## config.mk

```make
export PLATFORM = sky130hd
export DESIGN_NAME = cpu_imem_loader
export DESIGN_NICKNAME = d
export VERILOG_FILES = /design/src/rtl/cpu_pkg.sv /design/src/rtl/cpu_loader_wordpack.sv /design/src/rtl/cpu_imem_loader.sv
export SDC_FILE = /design/constraint.sdc
export NUM_CORES = 1
export LEC_CHECK = 0
export BUFFER_PORTS_ARGS = -buffer_cell sky130_fd_sc_hd__buf_2
export CAP_MARGIN = 10
export CELL_PAD_IN_SITES_DETAIL_PLACEMENT = 0
export CELL_PAD_IN_SITES_GLOBAL_PLACEMENT = 1
export CORE_MARGIN = 2
export CORE_UTILIZATION = 48
export CTS_CLUSTER_SIZE = 20
export DETAILED_ROUTE_END_ITERATION = 16
export MAX_ROUTING_LAYER = met4
export PLACE_DENSITY_LB_ADDON = 0.08
export SLEW_MARGIN = 20
export SYNTH_ARGS = -nofsm -noshare
export SYNTH_HDL_FRONTEND = slang
export SYNTH_SLANG_ARGS = --single-unit
```

## constraint.sdc

```tcl
create_clock -name clk -period 3.75 [get_ports clk]
set_input_delay 1.125 -clock clk [delete_from_list [all_inputs] [get_ports clk]]
set_output_delay 1.125 -clock clk [all_outputs]
set_load 0.03 [all_outputs]
```

## src/rtl/cpu_pkg.sv

```systemverilog
// Shared CPU definitions: loader FSM states and instruction memory size.
// Imported by the boot loader and by cpu_instrmem.
package cpu_pkg;

    // 64 KB of 32-bit words in cpu_instrmem
    localparam int IMEM_MAX_WORDS = 16384;

    typedef enum logic [2:0] {
        IDLE,
        LEN_LO,
        LEN_HI,
        DATA,
        CKSUM,
        DONE,
        ERR
    } ldr_state_e;

endpackage

```

## src/rtl/cpu_loader_wordpack.sv

```systemverilog
// Byte-to-word packer for the imem loader: 2-bit byte counter, LE shift
// register, running XOR of payload bytes and a registered word_rdy pulse.
// Ports: clk, rst_n, byte_en/byte_in (accepted payload byte), last_byte
// (next byte completes a word), word, word_rdy, xsum.
module cpu_loader_wordpack (
    input  logic        clk,
    input  logic        rst_n,
    input  logic        byte_en,
    input  logic [7:0]  byte_in,
    output logic        last_byte,
    output logic [31:0] word,
    output logic        word_rdy,
    output logic [7:0]  xsum
);

    logic [1:0]  cnt;
    logic [31:0] sh;

    assign last_byte = (cnt == 2'd3);
    assign word      = sh;

    // Bytes enter at the top and shift down, so after four bytes the
    // first one sits in [7:0]. word_rdy fires the cycle after the 4th
    // byte, when sh holds the whole word.
    always_ff @(posedge clk or negedge rst_n) begin
        if (!rst_n) begin
            cnt      <= 2'd0;
            sh       <= 32'd0;
            xsum     <= 8'd0;
            word_rdy <= 1'b0;
        end else begin
            word_rdy <= byte_en && last_byte;
            if (byte_en) begin
                cnt  <= cnt + 2'd1;
                sh   <= {byte_in, sh[31:8]};
                xsum <= xsum ^ byte_in;
            end
        end
    end

endmodule

```

## src/rtl/cpu_imem_loader.sv

```systemverilog
// Boot loader: fills cpu_instrmem from a host byte stream (len16, payload,
// xor checksum) and holds the core in reset until the image verifies.
// Ports: clk, rst_n, in_valid/in_data/in_ready (host bytes), mem_we,
// mem_addr, mem_wdata (imem write), loaded_words, done, err, cpu_rst_n.
module cpu_imem_loader
    import cpu_pkg::*;
#(
    parameter int                ADDR_W    = 16,
    parameter int                MAX_WORDS = IMEM_MAX_WORDS,
    parameter logic [ADDR_W-1:0] BASE_ADDR = '0
) (
    input  logic              clk,
    input  logic              rst_n,
    input  logic              in_valid,
    input  logic [7:0]        in_data,
    output logic              in_ready,
    output logic              mem_we,
    output logic [ADDR_W-1:0] mem_addr,
    output logic [31:0]       mem_wdata,
    output logic [15:0]       loaded_words,
    output logic              done,
    output logic              err,
    output logic              cpu_rst_n
);

    ldr_state_e  state;
    ldr_state_e  state_nxt;

    logic        acc;
    logic        pay_en;
    logic [7:0]  len_lo;
    logic [15:0] len;
    logic [15:0] len_full;
    logic [15:0] wcnt;
    logic        last_byte;
    logic        word_rdy;
    logic [31:0] word;
    logic [7:0]  xsum;
    logic        last_word;

    assign acc      = in_valid && in_ready;
    assign pay_en   = acc && (state == DATA);
    assign len_full = {in_data, len_lo};
    // len >= 1 whenever we are in DATA
    assign last_word = (wcnt == len - 16'd1);

    cpu_loader_wordpack u_pack (
        .clk       (clk),
        .rst_n     (rst_n),
        .byte_en   (pay_en),
        .byte_in   (in_data),
        .last_byte (last_byte),
        .word      (word),
        .word_rdy  (word_rdy),
        .xsum      (xsum)
    );

    assign mem_we    = word_rdy;
    assign mem_wdata = word;

    always_comb begin
        state_nxt = state;
        in_ready  = 1'b0;
        unique case (state)
            IDLE: begin
                state_nxt = LEN_LO;
            end
            LEN_LO: begin
                in_ready = 1'b1;
                if (acc) state_nxt = LEN_HI;
            end
            LEN_HI: begin
                in_ready = 1'b1;
                if (acc) begin
                    if ({1'b0, len_full} > 17'(MAX_WORDS))
                        state_nxt = ERR;
                    else if (len_full == 16'd0)
                        state_nxt = CKSUM;
                    else
                        state_nxt = DATA;
                end
            end
            DATA: begin
                in_ready = 1'b1;
                if (pay_en && last_byte && last_word)
                    state_nxt = CKSUM;
            end
            CKSUM: begin
                in_ready = 1'b1;
                if (acc)
                    state_nxt = (in_data == xsum) ? DONE : ERR;
            end
            DONE: state_nxt = DONE;
            ERR:  state_nxt = ERR;
            default: state_nxt = ERR;
        endcase
    end

    always_ff @(posedge clk or negedge rst_n) begin
        if (!rst_n) begin
            state <= IDLE;
        end else begin
            state <= state_nxt;
        end
    end

    always_ff @(posedge clk or negedge rst_n) begin
        if (!rst_n) begin
            len_lo <= 8'd0;
            len    <= 16'd0;
            wcnt   <= 16'd0;
        end else begin
            if (acc && state == LEN_LO) len_lo <= in_data;
            if (acc && state == LEN_HI) len    <= len_full;
            if (pay_en && last_byte)    wcnt   <= wcnt + 16'd1;
        end
    end

    // Address and count advance after the write so that during mem_we
    // they reflect the word being written.
    always_ff @(posedge clk or negedge rst_n) begin
        if (!rst_n) begin
            mem_addr     <= BASE_ADDR;
            loaded_words <= 16'd0;
        end else if (mem_we) begin
            mem_addr     <= mem_addr + ADDR_W'(4);
            loaded_words <= loaded_words + 16'd1;
        end
    end

    always_ff @(posedge clk or negedge rst_n) begin
        if (!rst_n) begin
            done      <= 1'b0;
            err       <= 1'b0;
            cpu_rst_n <= 1'b0;
        end else begin
            done      <= (state_nxt == DONE);
            err       <= (state_nxt == ERR);
            cpu_rst_n <= (state_nxt == DONE);
        end
    end

endmodule

```

* Word level (Yosys, flattened, before mapping) *
Index checks and enable logic that the tools add are counted.

storage, ports and cells
  flip-flop bits (word level) = 120
  bits in latches = 0
  RAM bits = 0
  ROM bits = 0
  bits of input ports = 11
  output and inout port bits = 69
  word-level logic and storage cells = 47
  memories = 0

cells by class
  $add $sub $neg = 5
  multipliers = 0
  divide/modulo/power cells = 0
  $lt $le $gt $ge = 1
  equal/unequal tests = 10
  shift operators = 0
  multiplexer cells = 9
  bitwise gates (word level) = 1
  reduce and logical (&&, ||, !) cells = 9

operator list
  cell                     number
  $add A16 B1 Y16 const B  2
  $mux W3                  6
  $pmux W3 S6              1
  $add A16 B3 Y16 const B  1
  $eq A16 B16 Y1           1
  $gt A16 B15 Y1 const B   1
  $logic_not A16 Y1        1
  $sub A16 B1 Y16 const B  1
  $eq A3 B3 Y1 const B     4
  $eq A8 B8 Y1             1
  $xor A8 B8 Y8            1
  $eq A3 B2 Y1 const B     2
  $logic_and A1 B1 Y1      6
  $reduce_or A4 Y1         1
  $eq A3 B1 Y1 const B     1
  $logic_not A3 Y1         1
  $add A2 B1 Y2 const B    1
  $eq A2 B2 Y1 const B     1
  $mux W2                  1
  $mux W1                  1

* Longest topological paths before layout *
Gate-level depths: netlist of run 1.

  depth after elaboration = 10
  mapped depth = 9
  mapped depth without buffers = 8

* Cells and area by module *
A second synthesis of run 1 with hierarchy kept.

unflattened totals
  cells, all modules = 462
  area, all modules = 5,630.4 µm²

by module, submodules not included
  module               times used  cells an instance  area each (µm²)  seq. area each (µm²)
  cpu_imem_loader      1           354                3,925.0          1,876.8
  cpu_loader_wordpack  1           108                1,705.4          1,076.0

* Worst setup path after synthesis of run 1 *
Ideal clock, no wire load.

  path type = input to register
  from = input port in_valid
  to = register err
  library setup time = 0.073 ns
  arrival = 2.661 ns
  data required time = 3.677 ns
  setup slack = 1.016 ns
  stages = 7
  path buffers = 1
  cell sequence = and4b_1 -> buf_2 -> o211ai_1 -> a311o_1 -> a211o_1 -> or4_4 -> a21oi_2

on the way
  longest elaborated chain between the ends = 7
  elaborated cells on any way between the ends = 10
  those cells by class = 1 x eq/ne; 5 x mux; 4 x reduce/logical

ends and longest elaborated chain
  element                            RTL line                source
  from (decl)                        cpu_imem_loader.sv:14   input logic in_valid,
  $logic_and A1 B1 Y1 (*)            cpu_imem_loader.sv:41   assign acc = in_valid && in_ready;
  $logic_and A1 B1 Y1                cpu_imem_loader.sv:42   assign pay_en = acc && (state == DATA);
  $logic_and A1 B1 Y1 (2 in series)  cpu_imem_loader.sv:85   if (pay_en && last_byte && last_word)
  $mux W3                            cpu_imem_loader.sv:85
  $pmux W3 S6 (*)                    cpu_imem_loader.sv:64   unique case (state)
  $eq A3 B3 Y1 (*)                   cpu_imem_loader.sv:138  err <= (state_nxt == ERR);
  to (signal assigned)               cpu_imem_loader.sv:138
  to (decl)                          cpu_imem_loader.sv:22   output logic err,

Mark *: on every way between the ends. The rest lies on a longest branch, timed or not.
A chain may end at the register's enable or synchronous reset.

* Worst setup path after layout of run 1 *
  from = register len[0]
  to = register err

on the way
  longest elaborated chain between the ends = 6

ends and longest elaborated chain
  element                 RTL line                source
  from (decl)             cpu_imem_loader.sv:32   logic [15:0] len;
  from (signal assigned)  cpu_imem_loader.sv:114  if (acc && state == LEN_HI) len <= len_full;
  $sub A16 B1 Y16         cpu_imem_loader.sv:45   assign last_word = (wcnt == len - 16'd1);
  $eq A16 B16 Y1          cpu_imem_loader.sv:45
  $logic_and A1 B1 Y1     cpu_imem_loader.sv:85
  $mux W3                 cpu_imem_loader.sv:85
  $pmux W3 S6             cpu_imem_loader.sv:64
  $eq A3 B3 Y1            cpu_imem_loader.sv:138

Every way passes these cells.

==> results of run 1 <==
==> per-stage QoR <==
step / setup slack (ns) / util (%) / instances / power [W] / cell area (um^2)
floorplan: 1.02 / - / 520 / 0.00204 / 5440
global placement: 0.844 / 54.4 / 719 / 0.00223 / 5940
detailed placement: 0.796 / 54.4 / 719 / 0.00225 / 5940
CTS: 1.14 / 59.2 / 748 / 0.00373 / 6480
global route: 0.982 / 59.2 / 748 / 0.00388 / 6480
finish: 1.14 / 59.2 / 748 / 0.00369 / 6480
==> flip-flops by register name, indices dropped and copies added (netlist names) <==
signal           count
mem_addr            14
loaded_words        16
len_lo               8
err                  1
u_pack.xsum          8
u_pack.word_rdy      1
state                3
u_pack.word         32
cpu_rst_n            1
u_pack.cnt           2
wcnt                16
len                 16
==> cells in the final DEF (no fill, tap or decap), types with 10 or more instances in the layout <==
cell type / count
nor2_1: 22
xnor2_1: 47
xor2_1: 31
dfrtp_1: 118
nor3_1: 10
mux2_2: 22
clkbuf_16: 17
nand3_1: 20
buf_2: 76
nand2_1: 123
nand4_1: 12
==> worst max-delay path: cells and delay by family, from the launching register on <==
family,cells,cell delay (ns)
buffers and inverters,1,0.10
adders and majority gates,1,0.24
muxes,1,0.34
AOI/OAI and AO/OA,2,0.42
DFF,1,0.42
and+or+nand+nor,3,1.02
==> final cells by class <==
cell class / instances / area (um^2)
clock buffers: 24 / 482
clock inverters: 5 / 50.0
fillers: 989 / 4460
inverters: 8 / 30.0
multi-input cells: 372 / 2360
flip-flops and latches: 118 / 2950
well taps: 140 / 175
repair buffers: 81 / 430
==> layer usage <==
metal	up-vias	global-route usage [%]	routed length, um
li1	1905	-	-
met1	1864	26.5	5260
met2	83	27.4	5040
met3	17	5.16	448
met4	0	8.25	193
met5	-	-	0
==> cells by family after synthesis <==
family | count (synthesis) | share of synthesized area [%]
flops | 118 | 54.3
mux | 25 | 5.20
compound gates | 33 | 4.19
other cells | 1 | 0.0689
simple gates | 229 | 20.0
buf+inv | 30 | 2.55
xor+xnor | 78 | 12.6
fa+ha+maj | 5 | 1.15
==> path summary, 6_finish.rpt <==
check	from	endpoint	slack, ns
max	len[0]$_DFFE_PN0P_	err$_DFF_PN0_	1.14
min	mem_addr[15]$_DFFE_PN0P_	mem_addr[15]$_DFFE_PN0P_	0.46
max reg2reg	len[0]$_DFFE_PN0P_	err$_DFF_PN0_	1.14
min reg2reg	mem_addr[15]$_DFFE_PN0P_	mem_addr[15]$_DFFE_PN0P_	0.46
max in group asynchronous	rst_n	len[10]$_DFFE_PN0P_	2.24
min in group asynchronous	rst_n	mem_addr[13]$_DFFE_PN0P_	0.70
==> power by group <==
group          total [W]  switching, W  internal (W)
Clock            0.00147      0.000526      0.000945
Sequential       0.00162      0.000176       0.00144
Combinational   0.000602      0.000370      0.000232
==> flow_metrics.env, run 1 <==
export IMPL_cap_violations=0
export IMPL_leakage_nw=3.23
export IMPL_yosys_top_cells_count="123 x nand2_1, 118 x dfrtp_1, 47 x xnor2_1"
export IMPL_cp_arrival_ns=2.95
export IMPL_routed_via_density=5.17
export IMPL_hold_buffers=0
export IMPL_synth_edf_count=0
export IMPL_hold_path_class="reg -> reg"
export IMPL_ys_seq_elements=118
export IMPL_grt_ovfl_total=0
export IMPL_nNetsFinal=614
export IMPL_clk_path_buf_depth=2
export IMPL_crit_path_max_fanout=8
export IMPL_synthFlopType="dfrtp_1"
export IMPL_core_rowCount=38
export IMPL_status="finished clean"
export IMPL_crit_required_ns=4.09
export IMPL_rr_worst_depth=8
export IMPL_io_pin_count=80
export IMPL_postCtsSetupRepairBufs=0
export IMPL_routed_wl_um=10900
export IMPL_power_density_nw_per_um2=570
export IMPL_path_cells="inv_1 -> ha_1 -> nor4b_4 -> nand2_2 -> mux2_4 -> a211o_1 -> or4_4 -> a21oi_2"
export IMPL_synth_area_top_cells="dfrtp_1 54%, nand2_1 8.5%, xnor2_1 7.6%"
export IMPL_diodes=0
export IMPL_cts_root_buffer="clkbuf_16"
export IMPL_h_tree_depth=4
export IMPL_numCtsBuffers=17
export IMPL_start_util_pct=49.7
export IMPL_grt_pass1_wl_um=18400
export IMPL_async_reset_ff_share_pct=100
export IMPL_rsz0062_at_grt="false"
export IMPL_fin_setup_tns_ns=0
export IMPL_finalCriticalPeriod_ns=2.61
export IMPL_synth_area_leader_cell="dfrtp_1"
export IMPL_grt_util_all_layers_pct=19.4
export IMPL_holdPathStages=1
export IMPL_syn_area_um2=5440
export IMPL_die_width_um=110
export IMPL_finalWeightedCongestion=0.778
export IMPL_postCtsResizedCells=0
export IMPL_cts_tree="yes"
export IMPL_yosys_warnings=0
export IMPL_setup_violations=0
export IMPL_final_setup_skew_ns=0.00714
export IMPL_path_clk_slew_ns=0.05
export IMPL_dp_hpwl_um=7690
export IMPL_ys_seq_area_share_pct=54.3
export IMPL_setup_worst_path_start_class="flip-flop"
export IMPL_remaining_drc_errors=0
export IMPL_synthMostInstantiatedCell="nand2_1"
export IMPL_grt_pass1_vias=3679
export IMPL_die_area_um2=12200
export IMPL_holdWs_ns=0.460
export IMPL_antenna_found_initial=0
export IMPL_end_kind="flip-flop"
export IMPL_slew_headroom_pct=63.8
export IMPL_io_buffers=77
export IMPL_syn_inst=519
export IMPL_fp_coreArea_um2=10900
export IMPL_area_growth_pct=19.1
export IMPL_synth_area_per_cell_um2=10.5
export IMPL_critPathSlowestCell="nor4b_4"
export IMPL_timing_final_crit_share_pct=69.5
export IMPL_clk_latency_ns=0.41
export IMPL_slowest_delay_ns=0.45
export IMPL_dr_pass1_iters=4
export IMPL_finalMaxSlewViolations=0
export IMPL_ir_worst_vdd_v=0.000326
export IMPL_drive_gt1_share_pct=22.2
export IMPL_grt_max_degree=77
export IMPL_synthDominantCellAreaShare_pct=54.3
export IMPL_clock_sinks=118
export IMPL_max_freq_mhz=384
export IMPL_ant_nets=0
export IMPL_drt_wirelength_per_cell_um=14.6
export IMPL_hold_violations=0
export IMPL_worst_slew_pin_slew_ns=0.543
export IMPL_synth_cell_type_count=53
export IMPL_num_vias=3869
export IMPL_drt_iter0_markers=285
export IMPL_worstSetupPathType="reg -> reg"
export IMPL_dieHeight_um=110
No activity file was read; power rests on OpenSTA's default activity.
==> inputs of run 2 (changes only) <==
- CORE_UTILIZATION: 48 -> 45
- clock period: 3.75 -> 2.7 ns (I/O delays scaled with it)
==> run 2 against run 1 <==
Effect of this change:
- hold slack got worse by 0.26 ns
- combinational power grew 41%
- routed wire length up 0.42%
- non-clock buffer count is 7 higher
- largest cell class unchanged
==> flow_metrics.env, run 2 (synthesis gave the netlist of run 1 again) <==
export IMPL_n_fill_cell=1131
export IMPL_pwr_share_clk_pct=40.0
export IMPL_crit_path_max_fanout=8
export IMPL_die_area_um2=13000
export IMPL_finalCriticalPeriod_ns=2.49
export IMPL_path_clk_slew_ns=0.05
export IMPL_dieHeight_um=114
export IMPL_fp_coreArea_um2=11900
export IMPL_clock_sinks=118
export IMPL_num_vias=3896
export IMPL_final_common_cell="nand2_1"
export IMPL_grt_pass1_vias=3675
export IMPL_slew_headroom_pct=62.7
export IMPL_cts_root_buffer="clkbuf_16"
export IMPL_area_growth_pct=20.5
export IMPL_io_buffers=77
export IMPL_timing_final_ws_setup_ns=0.209
export IMPL_antenna_found_initial=0
export IMPL_routed_wl_um=11000
export IMPL_switchingPower_w=0.00152
export IMPL_h_tree_depth=4
export IMPL_finalMaxSlewViolations=0
export IMPL_seqPwrFrac_pct=43.5
export IMPL_nNetsFinal=621
export IMPL_pre_cts_ws_ns=0.161
export IMPL_crit_required_ns=3.04
export IMPL_drt_iter0_markers=326
export IMPL_final_cell_mix="123 x nand2_1, 118 x dfrtp_1, 76 x buf_2"
export IMPL_hold_path_class="in -> async"
export IMPL_clk_latency_ns=0.41
export IMPL_grt_pass1_wl_um=18700
export IMPL_grt_max_degree=72
export IMPL_internal_power_w=0.00364
export IMPL_status="finished clean"
export IMPL_finalWeightedCongestion=0.844
export IMPL_io_pin_count=80
export IMPL_diodes=0
export IMPL_drt_wirelength_per_cell_um=14.4
export IMPL_largest_reg_flops=32
export IMPL_worst_slew_pin_slew_ns=0.559
export IMPL_worstSetupPathType="reg -> reg"
export IMPL_hold_violations=0
export IMPL_numCtsBuffers=17
export IMPL_start_util_pct=45.7
export IMPL_ant_nets=0
export IMPL_dp_hpwl_um=7700
export IMPL_cap_violations=0
export IMPL_dr_pass1_iters=4
export IMPL_hold_buffers=0
export IMPL_final_setup_skew_ns=0.00948
export IMPL_setup_worst_path_start_class="flip-flop"
export IMPL_setup_violations=0
export IMPL_dp_cells=732
export IMPL_final_util_pct=55.0
export IMPL_rsz0062_at_grt="false"
export IMPL_routed_via_density=5.09
export IMPL_grt_util_all_layers_pct=19.1
export IMPL_die_width_um=114
export IMPL_end_kind="flip-flop"
export IMPL_grt_ovfl_total=0
export IMPL_max_freq_mhz=401
export IMPL_drive_gt1_share_pct=23.6
export IMPL_power_density_nw_per_um2=787
export IMPL_ir_worst_vdd_v=0.000440
export IMPL_cts_tree="yes"
export IMPL_fin_cells=765
export IMPL_leakage_nw=3.26
export IMPL_timing_final_crit_share_pct=92.3
export IMPL_remaining_drc_errors=0
export IMPL_cp_arrival_ns=2.83
export IMPL_sw_frac_of_total_pct=29.5
export IMPL_core_rowCount=40
export IMPL_p_total_w=0.00516
export IMPL_combPwrFrac_pct=16.5
export IMPL_fin_setup_tns_ns=0
export IMPL_clk_path_buf_depth=2
==> run 2: critical path: stages, from the launching register on <==
cell     delay, ns
dfrtp_1       0.42
inv_1         0.10
ha_2          0.22
nor4b_4       0.40
nand2_2       0.12
mux2_4        0.32
a211o_1       0.28
or4_4         0.43
a21oi_2       0.14
==> run 2: worst paths after layout <==
path / cells after the start / slack, ns / from / endpoint
min: 1 / 0.19 / rst_n / mem_addr[14]$_DFFE_PN0P_
min in group clk: 1 / 0.47 / mem_addr[15]$_DFFE_PN0P_ / mem_addr[15]$_DFFE_PN0P_
min reg2reg: 1 / 0.47 / mem_addr[15]$_DFFE_PN0P_ / mem_addr[15]$_DFFE_PN0P_
max in group asynchronous: 2 / 1.78 / rst_n / loaded_words[10]$_DFFE_PN0P_
max reg2reg: 8 / 0.21 / len[0]$_DFFE_PN0P_ / err$_DFF_PN0_
max: 8 / 0.21 / len[0]$_DFFE_PN0P_ / err$_DFF_PN0_
==> run 2: layer usage <==
layer | share of wire (%) | wire length [um] | track usage [%] | vias up
li1 | - | - | - | 1918
met1 | 49 | 5430 | 26.7 | 1877
met2 | 45 | 4980 | 26.9 | 90
met3 | 4.3 | 471 | 4.36 | 11
met4 | 0.95 | 104 | 8.05 | 0
met5 | 0 | 0 | - | -
==> run 2: cell type report <==
| class | count | area (um^2) | share of cell area [%] |
|---|---|---|---|
| Sequential cell | 118 | 2950 | 45.1 |
| Multi-Input combinational cell | 372 | 2360 | 36.0 |
| Timing Repair Buffer | 88 | 483 | 7.37 |
| Clock buffer | 23 | 468 | 7.14 |
| Tap cell | 147 | 184 | 2.81 |
| Clock inverter | 9 | 77.6 | 1.18 |
| Inverter | 8 | 30.0 | 0.458 |
==> run 2: power by group through the flow <==
stage	Combinational, W	Sequential, W	Clock, W
6_report	0.000851	0.00224	0.00206
5_1_grt	0.000946	0.00228	0.00220
4_1_cts	0.000867	0.00224	0.00211
3_5_place_dp	0.000862	0.00227	0
3_3_place_gp	0.000847	0.00226	0
2_1_floorplan	0.000376	0.00246	0
==> run 2: repair_timing <==
| action | 4_1_cts | 5_1_grt |
|---|---|---|
| endpoints found under the setup margin | 0 | 1 |
| setup buffers | 0 | 1 |
| resized for setup | 0 | 1 |
==> run 2: metrics by stage <==
stage	hold WS, ns	area [um^2]
finish	0.195	6550
global route	0.173	6550
CTS	0.175	6540
detailed placement	0.456	6000
global placement	0.452	6000
floorplan	0.448	5440
==> inputs of run 3 (changes only) <==
- MAX_ROUTING_LAYER: met4 -> default
- PLACE_DENSITY_LB_ADDON: 0.08 -> 0.1
==> run 3 against run 2 <==
Effect of this change:
- die area stayed put
- non-clock buffer count is 2 lower
- global-route usage is 0.29 points lower
- critical path depth stayed put
- routed wire length is 2.6% higher
- first-iteration DRC count is 24% lower
- cell area is 2.2% higher
- core utilization is 1.2 points higher
- largest power group is now clock
==> flow_metrics.env, run 3 (synthesis gave the netlist of run 1 again) <==
export IMPL_worst_slew_pin_slew_ns=0.529
export IMPL_diodes=0
export IMPL_remaining_drc_errors=0
export IMPL_core_rowCount=40
export IMPL_timing_final_crit_share_pct=94.5
export IMPL_cap_violations=0
export IMPL_io_pin_count=80
export IMPL_dr_pass1_iters=4
export IMPL_pre_cts_ws_ns=0.121
export IMPL_setup_worst_path_start_class="flip-flop"
export IMPL_finalCriticalPeriod_ns=2.55
export IMPL_worstSetupPathType="reg -> reg"
export IMPL_cp_arrival_ns=2.89
export IMPL_slew_headroom_pct=64.4
export IMPL_final_setup_skew_ns=0.00608
export IMPL_num_vias=3878
export IMPL_slowest_delay_ns=0.43
export IMPL_routed_via_density=5.08
export IMPL_end_kind="flip-flop"
export IMPL_cts_root_buffer="clkbuf_16"
export IMPL_n_fill_cell=1105
export IMPL_grt_util_all_layers_pct=18.8
export IMPL_crit_path_max_fanout=8
export IMPL_hold_buffers=0
export IMPL_timing_final_ws_setup_ns=0.149
export IMPL_finalWeightedCongestion=0.821
export IMPL_dp_hpwl_um=7910
export IMPL_ant_nets=0
export IMPL_crit_buf_inv=1
export IMPL_fin_cells=763
export IMPL_clock_sinks=118
export IMPL_area_growth_pct=23.1
export IMPL_io_buffers=77
export IMPL_clk_path_buf_depth=2
export IMPL_hold_violations=0
export IMPL_nNetsFinal=619
export IMPL_antenna_found_initial=0
export IMPL_die_width_um=114
export IMPL_finalMaxSlewViolations=0
export IMPL_routed_wl_um=11300
export IMPL_multi_input_area_um2=2360
export IMPL_leakage_nw=3.33
export IMPL_grt_pass1_vias=3716
export IMPL_critPathSlowestCell="dfrtp_1"
export IMPL_grt_pass1_wl_um=19000
export IMPL_h_tree_depth=4
export IMPL_cts_tree="yes"
export IMPL_start_util_pct=45.7
export IMPL_clk_latency_ns=0.41
export IMPL_die_area_um2=13000
export IMPL_max_freq_mhz=392
export IMPL_dp_cells=731
export IMPL_numCtsBuffers=17
export IMPL_largest_reg_flops=32
export IMPL_final_common_cell="nand2_1"
export IMPL_critical_path_top_delay_family="simple AND/OR/NAND/NOR gates"
export IMPL_ir_worst_vdd_v=0.000492
export IMPL_drive_gt1_share_pct=24.0
export IMPL_fp_coreArea_um2=11900
export IMPL_final_cell_mix="123 x nand2_1, 118 x dfrtp_1, 76 x buf_2"
export IMPL_fin_setup_tns_ns=0
export IMPL_hold_path_class="in -> async"
export IMPL_grt_max_degree=44
export IMPL_status="finished clean"
export IMPL_dieHeight_um=114
export IMPL_p_total_w=0.00570
export IMPL_rsz0062_at_grt="false"
export IMPL_postCtsSetupRepairBufs=0
export IMPL_drt_iter0_markers=249
export IMPL_setup_violations=0
export IMPL_drt_wirelength_per_cell_um=14.8
export IMPL_grt_ovfl_total=0
export IMPL_regArea_um2=2950
export IMPL_power_density_nw_per_um2=852
export IMPL_path_cells="inv_1 -> ha_2 -> nor4b_4 -> nand2_2 -> mux2_4 -> a211o_1 -> or4_4 -> a21oi_2"
export IMPL_holdWs_ns=0.366
export IMPL_path_clk_slew_ns=0.06
export IMPL_postCtsResizedCells=0
export IMPL_crit_required_ns=3.04
[run 3: metrics by stage]
stage	util (%)	cell area, um^2
2_1_floorplan	-	5440
3_3_place_gp	50.4	6000
3_5_place_dp	50.4	6000
4_1_cts	56.2	6690
5_1_grt	56.2	6700
6_report	56.2	6700
[run 3: layout make-up]
type / count / area share, %
Clock buffer: 20 / 6.97
Inverter: 8 / 0.449
Timing Repair Buffer: 86 / 7.18
Multi-Input combinational cell: 372 / 35.2
Sequential cell: 118 / 44.1
Clock inverter: 12 / 3.33
Tap cell: 147 / 2.75
[run 3: per-layer routing]
metal | GRT usage, % | wire (um) | vias up
li1 | - | - | 1918
met1 | 27.2 | 5620 | 1869
met2 | 27.2 | 4990 | 75
met3 | 4.46 | 458 | 16
met4 | 8.05 | 202 | 0
met5 | 0 | 0 | -
[run 3: report_power, final]
group | total, W | internal, W | switching (W) | leakage, nW
combinational | 0.000851 | 0.000332 | 0.000519 | 1.47
clock | 0.00260 | 0.00180 | 0.000797 | 0.332
sequential | 0.00225 | 0.00200 | 0.000250 | 1.53
[run 3: worst reg2reg max path, stage by stage, from the launching register on]
cell and delay, ns:
dfrtp_1 0.43, inv_1 0.10, ha_2 0.22, nor4b_4 0.43, nand2_2 0.13, mux2_4 0.33
a211o_1 0.27, or4_4 0.43, a21oi_2 0.15
[run 3: worst paths after layout]
path | startpoint | endpoint | slack [ns] | cells after the start
setup / recovery | len[0]$_DFFE_PN0P_ | err$_DFF_PN0_ | 0.15 | 8
max in group asynchronous | rst_n | len[9]$_DFFE_PN0P_ | 1.73 | 2
setup reg to reg | len[0]$_DFFE_PN0P_ | err$_DFF_PN0_ | 0.15 | 8
hold reg to reg | loaded_words[15]$_DFFE_PN0P_ | loaded_words[15]$_DFFE_PN0P_ | 0.46 | 1
hold / removal | rst_n | mem_addr[15]$_DFFE_PN0P_ | 0.37 | 1
min in group clk | loaded_words[15]$_DFFE_PN0P_ | loaded_words[15]$_DFFE_PN0P_ | 0.46 | 1
